==> config.mk <==
export PLATFORM = sky130hd
export DESIGN_NAME = fetch_unit
export DESIGN_NICKNAME = d
export VERILOG_FILES = /design/src/rtl/fetch_pkg.sv /design/src/rtl/fetch_unit_if_id_reg.sv /design/src/rtl/fetch_unit.sv
export SDC_FILE = /design/constraint.sdc
export NUM_CORES = 1
export LEC_CHECK = 0
export CAP_MARGIN = 20
export CORE_MARGIN = 10
export CORE_UTILIZATION = 47
export DETAILED_ROUTE_END_ITERATION = 8
export PLACE_DENSITY = 0.83
export SYNTH_ARGS = -nofsm -noshare
export SYNTH_HDL_FRONTEND = slang
export SYNTH_HIERARCHICAL = 1
export SYNTH_SLANG_ARGS = --single-unit
==> constraint.sdc <==
create_clock -name clk -period 3.2 [get_ports clk]
set_clock_uncertainty 0.2 [all_clocks]
set_input_delay 0.32 -clock clk [delete_from_list [all_inputs] [get_ports clk]]
set_output_delay 0.32 -clock clk [all_outputs]
set_load 0.01 [all_outputs]
==> src/rtl/fetch_pkg.sv <==
// fetch_pkg
//   Shared types and constants for the instruction-fetch stage.
//   fetch_state_t : fetch FSM encoding
//   NOP_INSTR     : instruction word used for pipeline bubbles
//   PC_STEP       : sequential PC increment
//   PC_R15_OFFSET : offset from an instruction's PC to its R15 read value
package fetch_pkg;

  typedef enum logic [1:0] {
    FETCH = 2'd0,
    WAIT  = 2'd1,
    HOLD  = 2'd2,
    DRAIN = 2'd3
  } fetch_state_t;

  localparam int NOP_INSTR     = 0;
  localparam int PC_STEP       = 4;
  localparam int PC_R15_OFFSET = 8;

endpackage

==> src/rtl/fetch_unit_if_id_reg.sv <==
// if_id_reg
//   IF/ID pipeline register. Priority: flush > stall (hold) > load.
//   A load without a valid word inserts a bubble (NOP, valid low).
// Ports:
//   clk, rst        : clock, asynchronous active-high reset
//   stall, flush    : hold / bubble controls from the hazard unit
//   load_valid      : a real instruction is offered this cycle
//   load_instr      : offered instruction word
//   load_pc_plus8   : PC of the offered word + 8
//   instr, pc_plus8, valid : registered decode-stage outputs
module if_id_reg
  import fetch_pkg::*;
#(
  parameter int ADDR_W = 32,
  parameter int DATA_W = 32
) (
  input  logic              clk,
  input  logic              rst,
  input  logic              stall,
  input  logic              flush,
  input  logic              load_valid,
  input  logic [DATA_W-1:0] load_instr,
  input  logic [ADDR_W-1:0] load_pc_plus8,
  output logic [DATA_W-1:0] instr,
  output logic [ADDR_W-1:0] pc_plus8,
  output logic              valid
);

  always_ff @(posedge clk or posedge rst) begin
    if (rst) begin
      instr    <= DATA_W'(NOP_INSTR);
      pc_plus8 <= '0;
      valid    <= 1'b0;
    end else if (flush) begin
      instr    <= DATA_W'(NOP_INSTR);
      pc_plus8 <= '0;
      valid    <= 1'b0;
    end else if (!stall) begin
      instr    <= load_valid ? load_instr : DATA_W'(NOP_INSTR);
      pc_plus8 <= load_pc_plus8;
      valid    <= load_valid;
    end
  end

endmodule

==> src/rtl/fetch_unit.sv <==
// fetch_unit
//   Instruction-fetch stage: owns PCF, requests words from instruction
//   memory over a req/ready handshake, parks a completed word while the
//   front end is stalled, redirects on taken branches / PC writes and
//   drives the IF/ID register feeding decode.
// Ports:
//   clk, rst                 : clock, asynchronous active-high reset
//   StallF, StallD, FlushD   : hazard unit controls
//   RedirectE, RedirectTarget: redirect request and new PC
//   imem_req, imem_addr      : fetch request and address (= PCF)
//   imem_ready, imem_rdata   : completion strobe and fetched word
//   InstrD, PCPlus8D, ValidD : IF/ID register outputs
//
// state | meaning
// FETCH | request at PCF; completion loads IF/ID or parks the word
// WAIT  | request outstanding at PCF, address held until ready
// HOLD  | word parked in the hold buffer while StallF, no request
// DRAIN | redirect arrived with a request outstanding; the old address
//       | is held until its word returns and is dropped, then the
//       | pending target becomes PCF
module fetch_unit
  import fetch_pkg::*;
#(
  parameter int                 ADDR_W   = 32,
  parameter int                 DATA_W   = 32,
  parameter logic [ADDR_W-1:0]  RESET_PC = '0
) (
  input  logic              clk,
  input  logic              rst,
  input  logic              StallF,
  input  logic              StallD,
  input  logic              FlushD,
  input  logic              RedirectE,
  input  logic [ADDR_W-1:0] RedirectTarget,
  output logic              imem_req,
  output logic [ADDR_W-1:0] imem_addr,
  input  logic              imem_ready,
  input  logic [DATA_W-1:0] imem_rdata,
  output logic [DATA_W-1:0] InstrD,
  output logic [ADDR_W-1:0] PCPlus8D,
  output logic              ValidD
);

  fetch_state_t      state, state_n;
  logic [ADDR_W-1:0] pcf, pcf_n;
  logic [ADDR_W-1:0] pend_pc, pend_pc_n;
  logic [DATA_W-1:0] hold_word, hold_word_n;
  logic              hold_valid, hold_valid_n;

  logic              req_fsm;
  logic              done;
  logic              load_valid;
  logic [DATA_W-1:0] load_instr;
  logic [ADDR_W-1:0] drain_target;

  // No request is presented while reset is held; it rises with the first
  // cycle after release.
  assign imem_req  = req_fsm & ~rst;
  assign imem_addr = pcf;
  assign done      = imem_req & imem_ready;

  // A redirect seen during DRAIN replaces the pending target.
  assign drain_target = RedirectE ? RedirectTarget : pend_pc;

  always_ff @(posedge clk or posedge rst) begin
    if (rst) begin
      state      <= FETCH;
      pcf        <= RESET_PC;
      pend_pc    <= RESET_PC;
      hold_word  <= DATA_W'(NOP_INSTR);
      hold_valid <= 1'b0;
    end else begin
      state      <= state_n;
      pcf        <= pcf_n;
      pend_pc    <= pend_pc_n;
      hold_word  <= hold_word_n;
      hold_valid <= hold_valid_n;
    end
  end

  always_comb begin
    state_n      = state;
    pcf_n        = pcf;
    pend_pc_n    = pend_pc;
    hold_word_n  = hold_word;
    hold_valid_n = hold_valid;
    req_fsm      = 1'b1;
    load_valid   = 1'b0;
    load_instr   = imem_rdata;

    case (state)
      FETCH, WAIT: begin
        if (RedirectE) begin
          hold_valid_n = 1'b0;
          // A word completing in the redirect cycle is dropped. Only a
          // request still outstanding has to be drained before the
          // address may change.
          if (done) begin
            pcf_n   = RedirectTarget;
            state_n = FETCH;
          end else begin
            pend_pc_n = RedirectTarget;
            state_n   = DRAIN;
          end
        end else if (done) begin
          if (StallF) begin
            hold_word_n  = imem_rdata;
            hold_valid_n = 1'b1;
            state_n      = HOLD;
          end else begin
            load_valid = 1'b1;
            pcf_n      = pcf + ADDR_W'(PC_STEP);
            state_n    = FETCH;
          end
        end else begin
          state_n = WAIT;
        end
      end

      HOLD: begin
        req_fsm = 1'b0;
        if (RedirectE) begin
          pcf_n        = RedirectTarget;
          hold_valid_n = 1'b0;
          state_n      = FETCH;
        end else if (!StallF) begin
          load_valid   = hold_valid;
          load_instr   = hold_word;
          pcf_n        = pcf + ADDR_W'(PC_STEP);
          hold_valid_n = 1'b0;
          state_n      = FETCH;
        end
      end

      DRAIN: begin
        pend_pc_n    = drain_target;
        hold_valid_n = 1'b0;
        if (done) begin
          pcf_n   = drain_target;
          state_n = FETCH;
        end
      end

      default: begin
        state_n = FETCH;
      end
    endcase
  end

  if_id_reg #(
    .ADDR_W(ADDR_W),
    .DATA_W(DATA_W)
  ) u_if_id_reg (
    .clk          (clk),
    .rst          (rst),
    .stall        (StallD),
    .flush        (FlushD),
    .load_valid   (load_valid),
    .load_instr   (load_instr),
    .load_pc_plus8(pcf + ADDR_W'(PC_R15_OFFSET)),
    .instr        (InstrD),
    .pc_plus8     (PCPlus8D),
    .valid        (ValidD)
  );

endmodule

==> qor.yml, run 1 <==
run_status:
  outcome: "finished, final reports clean"
global_route:
  grt.total_usage: 0.192
  grt_overflow: 0
  grt_antenna_before_repair: 0
  grt_max_degree: 68
  grt_pass1_wl_mm: 37.4
  grt_pass1_vias: 6836
clocking:
  hold_buffers: 0
  clk_latency_ns: 0.43
  clk_pin_slew_ns: 0.07
  cts_root_buf: "clkbuf_16"
  cts_made_buffers: 17
  htreeDepth: 4
  cts_buffer_depth: 2
  cts_setup_buffers: 0
  cts_tree: "built"
  cts.sinks: 164
  cts.repair.resized: 0
cells_and_area:
  nets: 1033
  final_cell_mix: "clkdlybuf4s50_1, dfrtp_1, mux2_2"
  area_delta_synth_final_pct: 27.9
  drive_gt1_frac: 0.174
  final_common_cell: "clkdlybuf4s50_1"
  nFillCells: 1433
  antennaDiodeCount: 0
timing:
  worst_pin_slew_ns: 0.919
  hold_viol: 0
  min_period_ns: 2.52
  setup_ws_ns: 0.681
  fmax_mhz: 397
  max_slew_margin: 0.386
  period_share: 0.787
  rsz0062_at_grt: "false"
  worst_hold_slack_ns: 0.111
  setup_viol: 0
  final_max_slew_viol_count: 0
  fin_tns_setup_ns: 0
drt:
  dr.first_iter.drc_count: 641
  drt-total-wl_mm: 23.3
  antenna_left: 0
  post_drt_via_cell_ratio: 5.77
  drc: 0
  post_drt_wl_per_cell_um: 19.4
  first_pass_iters: 5
  vias: 6937
logic_synthesis:
  synth_fp_nets: 891
  yosysWarningCount: 6
  synth.area.top_cells: "dfrtp_1, mux2_2, mux2i_1"
  syn_area_um2: 8550
  netlist_instances: 818
  synth_edf_count: 0
  yosys_most_used_dff: "dfrtp_1"
  syn_avg_cell_area_um2: 10.5
  seq_area_frac_synth: 0.480
  async_reset_ff_frac: 1.00
  ys_types: 56
  yosysTopAreaCellShare: 0.480
  synth_seq_cells: 164
  yosys.area.top_type: "dfrtp_1"
setup_path:
  crit_path_start_kind: "register"
  critPathCaptureType: "register"
  crit_arrival_ns: 2.68
  required_ns: 3.36
  crit_buf_inv: 0
  path_cells: "ha_1, nand3_1, nor4_4, nand2_1, nor4b_1, a211o_1"
  path_max_fanout: 8
  worst_path_max_delay_cell: "nor4_4"
  ff2ff_setup_slack_ns: 0.68
  slowest_delay_ns: 0.57
  critical_path_class: "register to register"
  cp_top_family: "simple AND/OR/NAND/NOR gates"
pwr:
  peakVddDrop_mv: 0.400
  power_w: 0.00756
  power.density_nw_per_um2: 691
  leakagePower_nw: 4.52
floorplan:
  core_area_um2: 18000
  ios: 169
  start_util: 0.476
  die_area_um2: 24000
  dieHeight_um: 155
  die_x_um: 155
  rows: 49
placement:
  port_buffers: 168
  place_ws_ns: 0.643
  gp_congestion: 0.894
  dp_hpwl_mm: 16.6
flow_run:
  cap_violations: 0
min_path:
  hold_class: "input pin to register"
cell usage after synthesis (all sizes together), types with 6 or more instances:
master,number
dfrtp,164
mux2,97
nand2,92
nor2,59
a21oi,51
buf,48
o21ai,48
mux2i,37
nand3b,24
clkbuf,17
xnor2,16
nand3,15
a31oi,13
nor3,13
inv,12
nand4,11
nor3b,11
xor2,11
a22o,10
a32o,8
nor4,7
o31a,7
and3,6
state kept, by name, summed over array words and instances (netlist names):
| signal | flops |
|---|---|
| hold_valid | 1 |
| state | 2 |
| hold_word | 32 |
| pend_pc | 32 |
| u_if_id_reg/instr | 32 |
| imem_addr | 32 |
| u_if_id_reg/valid | 1 |
| u_if_id_reg/pc_plus8 | 32 |
per-stage QoR:
| stage | utilization | area [µm²] | cells |
|---|---|---|---|
| 2_1_floorplan | - | 8550 | 818 |
| 6_report | 0.609 | 10900 | 1202 |
| 4_1_cts | 0.609 | 10900 | 1202 |
| 5_1_grt | 0.609 | 10900 | 1202 |
| 3_5_place_dp | 0.575 | 10300 | 1170 |
| 3_3_place_gp | 0.575 | 10300 | 1170 |
path summary, 6_finish.rpt:
check                                         start                          endpoint  depth (start not counted)
setup / recovery           imem_addr[4]$_DFFE_PP0P_         imem_addr[31]$_DFFE_PP0P_                          6
min in group asynchronous                       rst          hold_word[5]$_DFFE_PP0P_                          2
max in group asynchronous                       rst  u_if_id_reg/instr[9]$_DFFE_PP0P_                          3
setup reg to reg           imem_addr[4]$_DFFE_PP0P_         imem_addr[31]$_DFFE_PP0P_                          6
hold / removal                            RedirectE            hold_valid$_DFFE_PP0P_                          2
hold reg to reg            hold_word[6]$_DFFE_PP0P_          hold_word[6]$_DFFE_PP0P_                          1
kinds of logic after synthesis:
logic type / after synthesis / share of synthesized area
fa+ha+maj: 2 / 0.00293
compound gates: 159 / 0.117
mux: 134 / 0.171
simple gates: 255 / 0.154
flops: 164 / 0.480
xor+xnor: 27 / 0.0276
buf+inv: 77 / 0.0477
where the power goes:
| part | switching [W] | total, W | internal, W |
|---|---|---|---|
| combinational | 0.00103 | 0.00220 | 0.00117 |
| clock | 0.000915 | 0.00216 | 0.00125 |
| sequential | 0.000614 | 0.00319 | 0.00258 |
| total | 0.00256 | 0.00756 | 0.00500 |
metal layers:
| layer | vias up | share of wire | GRT usage |
|---|---|---|---|
| met4 | 0 | 0.012 | 0.0486 |
| li1 | 3213 | - | - |
| met3 | 25 | 0.094 | 0.0720 |
| met5 | - | 0 | 0 |
| met2 | 295 | 0.47 | 0.295 |
| met1 | 3404 | 0.42 | 0.250 |
area by class of cell:
| cell class | instances | area, µm² | share of cell area |
|---|---|---|---|
| Clock buffer | 17 | 425 | 0.0389 |
| Inverter | 12 | 47.5 | 0.00435 |
| Tap cell | 229 | 287 | 0.0262 |
| Clock inverter | 15 | 194 | 0.0177 |
| Multi-Input combinational cell | 577 | 4050 | 0.370 |
| Timing Repair Buffer | 188 | 1830 | 0.167 |
| Sequential cell | 164 | 4100 | 0.375 |
No activity file was read; power rests on OpenSTA's default activity.
==> inputs of run 2 (changes only) <==
--- a/config.mk
+++ b/config.mk
@@ -7,9 +7,9 @@
 export LEC_CHECK = 0
 export CAP_MARGIN = 20
 export CORE_MARGIN = 10
-export CORE_UTILIZATION = 47
+export CORE_UTILIZATION = 52
 export DETAILED_ROUTE_END_ITERATION = 8
-export PLACE_DENSITY = 0.83
+export PLACE_DENSITY = 0.86
 export SYNTH_ARGS = -nofsm -noshare
 export SYNTH_HDL_FRONTEND = slang
 export SYNTH_HIERARCHICAL = 1
==> constraint.sdc (replaced) <==
create_clock -name clk -period 2.6 [get_ports clk]
set_clock_uncertainty 0.2 [all_clocks]
set_input_delay 0.26 -clock clk [delete_from_list [all_inputs] [get_ports clk]]
set_output_delay 0.26 -clock clk [all_outputs]
set_load 0.01 [all_outputs]
==> run 2 against run 1 <==
- wire length up 3.7%
- combinational power up 34%
- first-iteration DRC count up 11%
- maximum frequency up 2.0%
- non-clock buffer count up 13
- cell area up 1.8%
- clock power up 27%
- register-to-register slack worse by 0.55 ns
- clock-buffer cell count up 2
- via count up 1.9%
- cell count about the same
- critical path type unchanged
- largest power group unchanged
==> qor.yml, run 2 (same netlist as run 1, synthesis figures left out) <==
clocking:
  cts.repair.resized: 0  # unchanged
  clk_latency_ns: 0.43  # about the same
  cts_made_buffers: 17  # unchanged
  htreeDepth: 4  # unchanged
  cts_setup_buffers: 0  # unchanged
  cts.sinks: 164  # unchanged
  cts_buffer_depth: 2  # unchanged
  clk_pin_slew_ns: 0.07  # about the same
  cts_root_buf: "clkbuf_16"
  hold_buffers: 0  # unchanged
  cts_tree: "built"
timing:
  min_period_ns: 2.47  # -0.0506 ns
  rsz0062_at_grt: "false"
  setup_viol: 0  # unchanged
  setup_ws_ns: 0.131  # -0.549 ns
  period_share: 0.950  # +0.162
  fmax_mhz: 405  # +2.0%
  final_max_slew_viol_count: 0  # unchanged
  worst_pin_slew_ns: 0.623  # -0.297 ns
  max_slew_margin: 0.584  # +0.198
  fin_tns_setup_ns: 0  # unchanged
  hold_viol: 0  # unchanged
setup_path:
  ff2ff_setup_slack_ns: 0.13  # -0.55 ns
  crit_buf_inv: 1  # +1
  ff2ff_path_depth: 7  # +1
  slowest_delay_ns: 0.55  # -0.02 ns
  critPathCaptureType: "register"
  worst_path_max_delay_cell: "dfrtp_1"
  crit_arrival_ns: 2.64  # -0.04 ns
  path_max_fanout: 13  # +5
  required_ns: 2.77  # -0.59 ns
  crit_path_frequent_cell: "nand3_1"
  crit_path_start_kind: "register"
  r2r_start: "imem_addr[2]$_DFFE_PP0P_"
  r2r_end: "imem_addr[30]$_DFFE_PP0P_"
  cp_top_family: "simple AND/OR/NAND/NOR gates"
  path_cells: "ha_1, nand3_1, nor3_1, buf_4, nand4_1, or4_1, nand3_1"
  critical_path_class: "register to register"
  crit_cells: 7  # +1
min_path:
  hold_class: "input pin to register"
  min_to: "hold_valid$_DFFE_PP0P_"
  hold_depth: 2  # unchanged
  min_from: "RedirectE"
floorplan:
  core_area_um2: 16000  # -11%
  die_area_um2: 22000  # -8.4%
  dieHeight_um: 148  # -4.3%
  ios: 169  # unchanged
  start_util: 0.535  # +0.0584
  rows: 46  # -6.1%
  die_x_um: 148  # -4.3%
cells_and_area:
  multi_input_area_um2: 4050  # unchanged
  final_cell_mix: "clkdlybuf4s50_1, dfrtp_1, mux2_2"
  area_delta_synth_final_pct: 30.2
  fin_area_um2: 11100  # +1.8%
  seqCellArea_um2: 4100  # unchanged
  final_common_cell: "clkdlybuf4s50_1"
  antennaDiodeCount: 0  # unchanged
  drive_gt1_frac: 0.184  # +0.0101
  nFillCells: 1165  # -19%
  nets: 1046  # +1.3%
run_status:
  outcome: "finished, final reports clean"
placement:
  gp_congestion: 0.909  # +1.7%
  port_buffers: 168  # unchanged
  place_area_um2: 10500  # +1.6%
  dp_hpwl_mm: 17.2  # +3.7%
  place_ws_ns: 0.263  # -0.380 ns
pwr:
  leakagePower_nw: 4.63  # +2.4%
  power_w: 0.00956  # +27%
  intPower_w: 0.00638  # +28%
  power_switching_share: 0.332  # -0.00627
  pwr-share-seq: 0.403  # -0.019
  power.density_nw_per_um2: 858  # +24%
  clockPowerShare: 0.288  # +0.002
  peakVddDrop_mv: 0.571  # +43%
  share_comb_of_total_power: 0.309  # +0.018
  switchingPower_w: 0.00318  # +24%
drt:
  drt-total-wl_mm: 24.2  # +3.7%
  first_pass_iters: 5  # unchanged
  post_drt_wl_per_cell_um: 20.2  # +3.8%
  vias: 7072  # +1.9%
  drc: 0  # unchanged
  post_drt_via_cell_ratio: 5.89  # +2.0%
  antenna_left: 0  # unchanged
  dr.first_iter.drc_count: 714  # +11%
flow_run:
  cap_violations: 0  # unchanged
global_route:
  grt_overflow: 0  # unchanged
  grt_pass1_vias: 7043  # +3.0%
  grt_max_degree: 58  # -15%
  grt_antenna_before_repair: 0  # unchanged
  grt_pass1_wl_mm: 38.9  # +4.1%
  grt.total_usage: 0.218  # +0.0260
## run 2: routing by layer
metal,vias to the layer above,wire length (µm),part of all wire,global-route usage
met1,3431,10200,0.42,0.290
met3,36,2210,0.091,0.0598
met4,0,451,0.019,0.0684
li1,3227,-,-,-
met2,378,11300,0.47,0.338
met5,-,0,0,0
## run 2: power by group through the flow
| stage | Combinational [W] | Clock [W] | Sequential (W) |
|---|---|---|---|
| finish | 0.00295 | 0.00275 | 0.00386 |
| global route | 0.00318 | 0.00289 | 0.00393 |
| floorplan | 0.00160 | 0 | 0.00376 |
| detailed placement | 0.00292 | 0 | 0.00386 |
| global placement | 0.00286 | 0 | 0.00382 |
| CTS | 0.00296 | 0.00278 | 0.00382 |
## run 2: worst max-delay path by stage
stage	slack, ns	endpoint	start
2_1_floorplan	0.46	u_if_id_reg/pc_plus8[30]$_DFFE_PP0P_	imem_addr[9]$_DFFE_PP0P_
3_3_place_gp	0.29	imem_addr[30]$_DFFE_PP0P_	imem_addr[2]$_DFFE_PP0P_
3_5_place_dp	0.26	u_if_id_reg/pc_plus8[30]$_DFFE_PP0P_	imem_addr[5]$_DFFE_PP0P_
4_1_cts	0.18	imem_addr[30]$_DFFE_PP0P_	imem_addr[2]$_DFFE_PP0P_
5_1_grt	0.01	imem_addr[30]$_DFFE_PP0P_	imem_addr[2]$_DFFE_PP0P_
6_report	0.13	imem_addr[30]$_DFFE_PP0P_	imem_addr[2]$_DFFE_PP0P_
## run 2: area by class of cell
cell class / count / share of cell area
Tap cell: 216 / 0.0243
Timing Repair Buffer: 201 / 0.181
Clock inverter: 12 / 0.0173
Clock buffer: 19 / 0.0407
Sequential cell: 164 / 0.368
Multi-Input combinational cell: 577 / 0.364
Inverter: 12 / 0.00438
## run 2: worst reg2reg max path, delay by kind of cell, from the launching register on
kind | cells | cell delay, ns
adder cells (fa/ha/maj) | 1 | 0.28
buffers and inverters | 1 | 0.25
AND/OR/NAND/NOR | 5 | 1.13
flip-flops | 1 | 0.55
## run 2: per-stage QoR
step / utilization / hold WS, ns / cells
global route: 0.696 / 0.0352 / 1201
floorplan: - / 0.208 / 818
CTS: 0.696 / 0.000292 / 1201
global placement: 0.656 / 0.274 / 1170
detailed placement: 0.656 / 0.283 / 1170
finish: 0.696 / 0.0103 / 1201
